**config.mk**
```make
export PLATFORM = sky130hd
export DESIGN_NAME = uart_rx
export DESIGN_NICKNAME = d
export VERILOG_FILES = /design/src/rtl/uart_rx.sv
export SDC_FILE = /design/constraint.sdc
export NUM_CORES = 1
export LEC_CHECK = 0
export BUFFER_PORTS_ARGS = -buffer_cell sky130_fd_sc_hd__buf_2
export CORE_MARGIN = 4
export CORE_UTILIZATION = 25
export DETAILED_ROUTE_END_ITERATION = 8
export GPL_ROUTABILITY_DRIVEN = 0
export GPL_TIMING_DRIVEN = 1
export HOLD_SLACK_MARGIN = 0.12
export SYNTH_ARGS = -nofsm -noshare
export SYNTH_HDL_FRONTEND = slang
export SYNTH_SLANG_ARGS = --single-unit
```
**constraint.sdc**
```tcl
create_clock -name clk -period 2.1 [get_ports clk]
set_clock_uncertainty 0.15 [all_clocks]
set_input_delay 0.42 -clock clk [delete_from_list [all_inputs] [get_ports clk]]
set_output_delay 0.42 -clock clk [all_outputs]
set_load 0.01 [all_outputs]
```
**src/rtl/uart_rx.sv**
```systemverilog
// uart_rx: oversampling UART receiver (start, 8 data bits LSB first, optional parity, stop).
//
// Parameters:
//   PRESCALE    clk cycles per bit; must be even and >= 8.
// Ports:
//   clk         receive clock, PRESCALE x bit rate
//   rst         asynchronous active-high reset
//   RX_IN       serial line, idle high, asynchronous to clk
//   Par_en      1 = frame carries a parity bit (latched at start detection)
//   Par_type    0 = even, 1 = odd parity (latched at start detection)
//   P_Data      last correctly received byte
//   Data_valid  one-cycle strobe, P_Data updated this cycle
//   Par_error   one-cycle strobe, parity mismatch in the frame just ended
//   Stop_error  one-cycle strobe, stop bit sampled low
//
// Optional feature macro: UART_RX_MAJORITY_EN
//   Defined:   bit value is the majority of samples at edges PRESCALE/2-1, PRESCALE/2, PRESCALE/2+1.
//   Undefined: bit value is the single sample at edge PRESCALE/2.
//   The decision is registered at the end of edge PRESCALE/2+1 in both builds.

module uart_rx #(
    parameter int unsigned PRESCALE = 8
) (
    input  logic       clk,
    input  logic       rst,
    input  logic       RX_IN,
    input  logic       Par_en,
    input  logic       Par_type,
    output logic [7:0] P_Data,
    output logic       Data_valid,
    output logic       Par_error,
    output logic       Stop_error
);

    localparam int unsigned EW = $clog2(PRESCALE);
    localparam logic [EW-1:0] EdgeMid  = EW'(PRESCALE / 2);
    localparam logic [EW-1:0] EdgeDec  = EW'(PRESCALE / 2 + 1);
    localparam logic [EW-1:0] EdgeLast = EW'(PRESCALE - 1);

    typedef enum logic [2:0] {
        StIdle,
        StStart,
        StData,
        StParity,
        StStop
    } state_e;

    state_e          state_q, state_d;
    logic [1:0]      sync_q;
    logic            rx_s;
    logic [EW-1:0]   edge_cnt_q, edge_cnt_d;
    logic [2:0]      bit_cnt_q, bit_cnt_d;
    logic [7:0]      shift_q, shift_d;
    logic            par_en_q, par_en_d;
    logic            par_type_q, par_type_d;
    logic            par_mis_q, par_mis_d;
    logic            samp_q, samp_d;
    logic [7:0]      p_data_q, p_data_d;
    logic            data_valid_q, data_valid_d;
    logic            par_error_q, par_error_d;
    logic            stop_error_q, stop_error_d;
    logic            bit_val;
    logic            decide;
    logic            bit_end;

    assign rx_s    = sync_q[1];
    assign decide  = (edge_cnt_q == EdgeDec);
    assign bit_end = (edge_cnt_q == EdgeLast);

    // Mid-bit sample, captured at the end of edge PRESCALE/2.
    assign samp_d = (edge_cnt_q == EdgeMid) ? rx_s : samp_q;

`ifdef UART_RX_MAJORITY_EN
    logic samp_early_q, samp_early_d;

    assign samp_early_d = (edge_cnt_q == EdgeMid - EW'(1)) ? rx_s : samp_early_q;

    // Third vote is the live sample during the decision edge itself.
    assign bit_val = (samp_early_q & samp_q) | (samp_early_q & rx_s) | (samp_q & rx_s);

    always_ff @(posedge clk or posedge rst) begin
        if (rst) begin
            samp_early_q <= 1'b1;
        end else begin
            samp_early_q <= samp_early_d;
        end
    end
`else
    assign bit_val = samp_q;
`endif

    always_comb begin
        state_d      = state_q;
        edge_cnt_d   = bit_end ? '0 : edge_cnt_q + EW'(1);
        bit_cnt_d    = bit_cnt_q;
        shift_d      = shift_q;
        par_en_d     = par_en_q;
        par_type_d   = par_type_q;
        par_mis_d    = par_mis_q;
        p_data_d     = p_data_q;
        data_valid_d = 1'b0;
        par_error_d  = 1'b0;
        stop_error_d = 1'b0;

        unique case (state_q)
            StIdle: begin
                edge_cnt_d = '0;
                if (!rx_s) begin
                    // Detecting cycle is edge 0 of the start bit.
                    state_d    = StStart;
                    edge_cnt_d = EW'(1);
                    bit_cnt_d  = '0;
                    par_en_d   = Par_en;
                    par_type_d = Par_type;
                    par_mis_d  = 1'b0;
                end
            end
            StStart: begin
                if (decide && bit_val) begin
                    // Start bit not low at mid-bit: glitch, abandon silently.
                    state_d    = StIdle;
                    edge_cnt_d = '0;
                end else if (bit_end) begin
                    state_d = StData;
                end
            end
            StData: begin
                if (decide) begin
                    shift_d = {bit_val, shift_q[7:1]};
                end
                if (bit_end) begin
                    if (bit_cnt_q == 3'd7) begin
                        bit_cnt_d = '0;
                        state_d   = par_en_q ? StParity : StStop;
                    end else begin
                        bit_cnt_d = bit_cnt_q + 3'd1;
                    end
                end
            end
            StParity: begin
                if (decide) begin
                    par_mis_d = bit_val ^ (^shift_q) ^ par_type_q;
                end
                if (bit_end) begin
                    state_d = StStop;
                end
            end
            StStop: begin
                if (decide) begin
                    // Leave straight away so a back-to-back start edge is not missed.
                    state_d      = StIdle;
                    edge_cnt_d   = '0;
                    stop_error_d = !bit_val;
                    par_error_d  = par_mis_q;
                    if (bit_val && !par_mis_q) begin
                        p_data_d     = shift_q;
                        data_valid_d = 1'b1;
                    end
                end
            end
            default: begin
                state_d    = StIdle;
                edge_cnt_d = '0;
            end
        endcase
    end

    always_ff @(posedge clk or posedge rst) begin
        if (rst) begin
            sync_q       <= 2'b11;
            state_q      <= StIdle;
            edge_cnt_q   <= '0;
            bit_cnt_q    <= '0;
            shift_q      <= '0;
            par_en_q     <= 1'b0;
            par_type_q   <= 1'b0;
            par_mis_q    <= 1'b0;
            samp_q       <= 1'b1;
            p_data_q     <= '0;
            data_valid_q <= 1'b0;
            par_error_q  <= 1'b0;
            stop_error_q <= 1'b0;
        end else begin
            sync_q       <= {sync_q[0], RX_IN};
            state_q      <= state_d;
            edge_cnt_q   <= edge_cnt_d;
            bit_cnt_q    <= bit_cnt_d;
            shift_q      <= shift_d;
            par_en_q     <= par_en_d;
            par_type_q   <= par_type_d;
            par_mis_q    <= par_mis_d;
            samp_q       <= samp_d;
            p_data_q     <= p_data_d;
            data_valid_q <= data_valid_d;
            par_error_q  <= par_error_d;
            stop_error_q <= stop_error_d;
        end
    end

    assign P_Data     = p_data_q;
    assign Data_valid = data_valid_q;
    assign Par_error  = par_error_q;
    assign Stop_error = stop_error_q;

endmodule

```
==> run metrics, run 1 <==
Reg clk slew, reported paths around 60 ps; Worst Setup Start Kind flop; largest stage delay on the critical path between 400 and 500 ps; syn nets roughly 140; reported max-cap violation count 0; largest vdd supply drop around 0.32 mV; total CTS buffers 5; Syn-to-layout area delta 20.6%; Net count, final 163; CTS max path bufs 2; CP Data Required Time approximately 2200 ps; flip-flop and latch count after synthesis 34; final period utilization 0.921; proportion of layout cells with a drive suffix above 1 0.373; input/output buffers 15; final count of pins violating max slew 0; Sinks on Clock Net 34; insertion delay of the later-clocked pin in the worst-skew pair 280 ps; final sum of negative setup slack 0 ps; critical path capture point type flop; vias per cell 4.28; Gate Count Post-Synth about 130; total of warnings raised by yosys 0; count of unique library cells instantiated by Yosys 28; TritonCTS clock tree built; number of design rule violations left after detail routing 0; total grt overflow 0; cells traversed along the worst timing path inv_1 -> ha_2 -> nand2_1 -> a31oi_2 -> o211ai_1 -> or4_1 -> nand3_1; Vias about 980; I/O pin cnt 16; actual slew at the worst max-slew pin ~430 ps; root buffer selected by CTS clkbuf_8; number of H-tree branching levels 2; post-detail-place hpwl around 1.8 mm; num rows 28; post-synthesis cell area between 0.0015 and 0.002 sq mm; Critical Setup Path Class flop to flop; share of the yosys chip area belonging to registers 0.553; post-detailed-route count of antenna-violating nets 0; power density over the cells 1070 mW/mm^2; clock period minus worst slack 1930 ps; vias in the first global route roughly 1k; critical path's slowest cell or4_1; total inserted antenna cells 0; endpoints failing setup 0; wire length of the first global-routing pass 4.63 mm; Total Die Area ~0.0075 sq mm; Finished Core Util 0.313; total of fill cells in the finished design around 620; Die X a little under 90 microns; core area approximately 0.0060 sq mm; arrival time reported for the critical path endpoint 2000 ps; Fin. Hold Viols 0; pin count of the biggest net entering global routing 35; GRT Resource Usage Total 0.0794; Critical Path Fanout Max 4; worst-case register-to-register setup slack 170 ps; leakage power of the design between 0.0009 and 0.001 uW; DRT Pass-1 Iters 4; type of the tightest min-delay check flop to flop; sum of routed wire length over all layers 2.55 mm; status complete, no violations; number of antenna violations at the first check in global routing 0; headroom to the max-slew limit 0.714; maximum operating frequency 517 MHz; effective utilization at floorplan 0.259; RSZ-0062 raised after global routing no; Iteration-0 DRC Markers 48; height of the chip slightly below 90 microns; Post-Synthesis Mean Instance Area roughly 12 sq um; routed len/inst approximately 11 microns
==> metrics by stage <==
stage          setup slack, ps  instance area [sq um]  total power (uW)  hold slack [ps]  std cells
2_1_floorplan              304                   1550              1370              195        125
3_3_place_gp               169                   1740              1510              197        218
3_5_place_dp               155                   1740              1520              197        218
4_1_cts                    138                   1860              2020              207        228
5_1_grt                   21.4                   1860              2170              210        228
6_report                   167                   1860              1990              205        228
==> layout make-up <==
type	instances	area (sq um)	share of cell area
Sequential cell	34	855	0.458
Multi-Input combinational cell	81	658	0.353
Clock inverter	1	5.00	0.00268
Tap cell	75	93.8	0.0503
Inverter	7	26.3	0.0141
Clock buffer	7	86.3	0.0463
Timing Repair Buffer	23	140	0.0752
==> critical path: cells and delay by family (launching register included) <==
family	cells	cell delay [ps]
flip-flops	1	380
buffers and inverters	1	80
adder cells (fa/ha/maj)	1	210
AND/OR/NAND/NOR	3	670
AO/OA/AOI/OAI	2	370
==> sequential cells by signal, summed over array words and instances (netlist names) <==
| name | count |
|---|---|
| bit_cnt_q | 3 |
| Data_valid | 1 |
| P_Data | 8 |
| bit_val | 1 |
| sync_q | 2 |
| edge_cnt_q | 3 |
| par_mis_q | 1 |
| shift_q | 8 |
| par_type_q | 1 |
| state_q | 3 |
| Stop_error | 1 |
| par_en_q | 1 |
| Par_error | 1 |
==> report_power, final <==
group	leakage [uW]	internal, uW	total (uW)	switching, uW
sequential	0.000451	780	912	132
combinational	0.000407	313	597	285
clock	0.0000482	264	483	218
==> Yosys cell counts, drive strengths merged <==
library cell,count,share of area
a21o,1,0.0049
a21oi,2,0.0065
a31oi,1,0.0041
and2,4,0.016
and2b,1,0.0049
buf,3,0.0097
dfrtp,31,0.50
dfstp,3,0.051
ha,6,0.049
inv,7,0.017
mux2,20,0.15
nand2,7,0.017
nand3,5,0.019
nand3b,2,0.012
nand4,2,0.0081
nor2,6,0.015
nor2b,1,0.0041
nor3,1,0.0032
nor3b,1,0.0049
nor4,1,0.0041
o211ai,3,0.021
o21ai,6,0.019
o41ai,1,0.0057
or4,1,0.0049
xnor2,9,0.051
==> layout by cell type, fill, tap and decap left out, types with 2 or more instances in the layout <==
| cell type | synthesis | layout |
|---|---|---|
| dfrtp_1 | 31 | 31 |
| mux2_2 | 20 | 20 |
| buf_2 | 3 | 15 |
| xnor2_1 | 9 | 9 |
| nand2_1 | 7 | 7 |
| inv_1 | 7 | 7 |
| nor2_1 | 6 | 6 |
| o21ai_0 | 6 | 6 |
| clkbuf_8 | 0 | 6 |
| buf_4 | 0 | 6 |
| ha_1 | 6 | 5 |
| and2_1 | 4 | 4 |
| nand3_1 | 4 | 4 |
| dfstp_2 | 3 | 3 |
| nand4_1 | 2 | 2 |
| o211ai_2 | 2 | 2 |
| a21oi_1 | 2 | 2 |
| dlygate4sd3_1 | 0 | 2 |
==> routing by layer <==
metal / GRT usage / up-vias / part of all wire
li1: - / 485 / -
met3: 0.0314 / 5 / 0.044
met4: 0.0382 / 0 / 0.024
met2: 0.115 / 16 / 0.43
met5: 0 / - / 0
met1: 0.102 / 470 / 0.50
==> worst paths after layout <==
path / startpoint / depth (start not counted) / end
setup / recovery: edge_cnt_q[1] / 7 / state_q[1]
hold / removal: sync_q[0] / 0 / sync_q[1]
setup reg to reg: edge_cnt_q[1] / 7 / state_q[1]
hold reg to reg: sync_q[0] / 0 / sync_q[1]
max in group asynchronous: rst / 4 / sync_q[1]
min in group asynchronous: rst / 4 / P_Data[2]
==> kinds of logic (layout without fill, tap and decap cells) <==
kind of cell	count (synthesis)	count (layout)	share of synthesized area
muxes	20	20	0.146
DFF	34	34	0.553
AOI/OAI and AO/OA	14	14	0.0615
adders and majority gates	6	6	0.0486
xor gates and xnor gates	9	9	0.0510
buffers and inverters	10	38	0.0267
and+or+nand+nor	32	32	0.113
==> what timing repair did <==
| action | 4_1_cts | 5_1_grt |
|---|---|---|
| setup endpoints to repair | 0 | 1 |
| hold buffers | 2 | 0 |
| setup buffers | 0 | 0 |
| resized for setup | 0 | 2 |
| hold endpoints to repair | 32 | 0 |
Note: power is estimated with default switching activity, not from simulation.
==> run 2: changes to the inputs <==
--- a/config.mk
+++ b/config.mk
@@ -6,12 +6,14 @@
 export NUM_CORES = 1
 export LEC_CHECK = 0
 export BUFFER_PORTS_ARGS = -buffer_cell sky130_fd_sc_hd__buf_2
+export CORE_ASPECT_RATIO = 0.75
 export CORE_MARGIN = 4
 export CORE_UTILIZATION = 25
 export DETAILED_ROUTE_END_ITERATION = 8
 export GPL_ROUTABILITY_DRIVEN = 0
 export GPL_TIMING_DRIVEN = 1
 export HOLD_SLACK_MARGIN = 0.12
+export SLEW_MARGIN = 20
 export SYNTH_ARGS = -nofsm -noshare
 export SYNTH_HDL_FRONTEND = slang
 export SYNTH_SLANG_ARGS = --single-unit
==> run 2 against run 1 <==
Effect of this change:
- sequential power is 2.3% higher
- highest routed layer unchanged
- total power is 0.77% lower
- critical path depth stayed put
- core utilization hardly changed
- via count is 1.3% lower
==> run metrics, run 2 (same netlist as run 1, synthesis figures left out) <==
status complete, no violations; Vias 963 (-1.3%); Die X 98.8 microns (+14%); beginning of the worst hold path sync_q[0]; total number of cells along the worst setup path 7 (unchanged); number of antenna violations at the first check in global routing 0 (unchanged); clock period minus worst slack 1990 ps (+53.8 ps); final count of pins violating max slew 0 (unchanged); maximum operating frequency 503 MHz (-2.7%); post-detail-place hpwl 1.85 mm (+1.2%); top library cells by usage in the layout, fill and taps aside dfrtp_1, mux2_2, buf_2, xnor2_1; input/output buffers 15 (unchanged); total CTS buffers 5 (unchanged); total inserted antenna cells 0 (unchanged); effective utilization at floorplan 0.261 (+0.00176); wire length of the first global-routing pass 4.60 mm (-0.58%); total grt overflow 0 (unchanged); cells traversed along the worst timing path inv_1 -> ha_1 -> nand2_1 -> a31oi_2 -> o211ai_1 -> or4_1 -> nand3_1; worst path buffer plus inverter count 1 (unchanged); largest vdd supply drop 0.267 mV (-17%); type of the tightest min-delay check flop to flop; Iteration-0 DRC Markers 53 (+10%); delay-heaviest family, CP simple AND/OR/NAND/NOR gates; I/O pin cnt 16 (unchanged); post-detailed-route count of antenna-violating nets 0 (unchanged); insertion delay of the later-clocked pin in the worst-skew pair 280 ps (about the same); DRT Pass-1 Iters 4 (unchanged); reported max-cap violation count 0 (unchanged); endpoints failing setup 0 (unchanged); Critical Path Fanout Max 4 (unchanged); leakage power of the design 0.000895 uW (-1.3%); proportion of layout cells with a drive suffix above 1 0.351 (-0.0216); Net count, final 161 (-1.2%); headroom to the max-slew limit 0.705 (-0.00914); setup bufs post-CTS 0 (unchanged); critical path capture point state_q[1]; Syn-to-layout area delta 19.7%; total of fill cells in the finished design 616 (-0.48%); Total Die Area 0.00752 sq mm (+0.17%); largest stage delay on the critical path 480 ps (about the same); routed len/inst 11.5 microns (+3.1%); final period utilization 0.946 (+0.0256); slack of the critical path 113 ps (-53.8 ps); post-layout power 1980 uW (-0.77%); worst-case register-to-register setup slack 110 ps (-50 ps); Sinks on Clock Net 34 (unchanged); worst reg2reg startpoint edge_cnt_q[1]; Worst Setup Start Kind flop; number of design rule violations left after detail routing 0 (unchanged); actual slew at the worst max-slew pin 442 ps (+13.7 ps); core area 0.00592 sq mm (-0.67%); TritonCTS clock tree built; commonest non-fill, non-tap cell in the layout dfrtp_1; arrival time reported for the critical path endpoint 2050 ps (+50 ps); power density over the cells 1070 mW/mm^2 (about the same); critical path's slowest cell or4_1; final sum of negative setup slack 0 ps (unchanged); worst reg2reg path depth 7 (unchanged); Fin. Hold Viols 0 (unchanged); Worst Setup Slack post-DPL 161 ps (+6.27 ps); number of H-tree branching levels 2 (unchanged); CP Data Required Time 2170 ps (about the same); critical path capture point type flop; vias in the first global route 950 (-5.8%); Reg clk slew, reported paths 70 ps (about the same); root buffer selected by CTS clkbuf_8; worst setup path start edge_cnt_q[1]; GRT Resource Usage Total 0.0759 (-0.00348); Critical Setup Path Class flop to flop; RSZ-0062 raised after global routing no; height of the chip 76.1 microns (-12%); worst reg2reg path endpoint state_q[1]; num rows 24 (-14%); sum of routed wire length over all layers 2.64 mm (+3.5%); pin count of the biggest net entering global routing 35 (unchanged); vias per cell 4.21 (-1.8%); CTS max path bufs 2 (unchanged)
-- run 2: repair_timing --
| action | 4_1_cts | 5_1_grt |
|---|---|---|
| hold buffers | 2 | 0 |
| endpoints found under the setup margin | 0 | 1 |
| resized for setup | 0 | 1 |
| endpoints found under the hold margin | 32 | 0 |
-- run 2: how the worst min path moves through the flow --
stage           endpoint  slack, ps  cells after the start
2_1_floorplan  sync_q[1]        200                      0
3_3_place_gp   sync_q[1]        200                      0
6_report       sync_q[1]        210                      0
4_1_cts        sync_q[1]        210                      0
3_5_place_dp   sync_q[1]        200                      0
5_1_grt        sync_q[1]        220                      0
-- run 2: routing by layer --
metal	GRT usage	part of all wire	vias up
met5	0	0	-
met4	0.0246	0.0080	0
met3	0.0302	0.043	2
met2	0.0945	0.39	16
met1	0.116	0.56	459
li1	-	-	486
-- run 2: power breakdown --
group          total [uW]  switching, uW  internal [uW]  leakage [uW]
registers             933            153            779      0.000451
clock network         484            217            267     0.0000455
logic                 560            268            292      0.000398
-- run 2: layout make-up --
class                   instances  area (sq um)  area share
clock buffers                   8          90.1      0.0487
inverters                       7          26.3      0.0142
multi-input cells              81           656       0.355
flip-flops and latches         34           855       0.462
well taps                      78          97.6      0.0528
repair buffers                 21           125      0.0677
-- run 2: metrics by stage --
step	hold slack (ps)	cell area, sq um	std cells	utilization
after floorplan	195	1550	125	-
after global placement	198	1730	219	0.293
after detailed placement	201	1730	219	0.293
after CTS	211	1840	229	0.312
after global routing	217	1850	229	0.313
final	210	1850	229	0.313
-- run 2: worst reg2reg max path, stage by stage (launching register included) --
cell      delay [ps]
dfrtp_1          380
inv_1             80
ha_1             230
nand2_1          140
a31oi_2          240
o211ai_1         140
or4_1            480
nand3_1           90
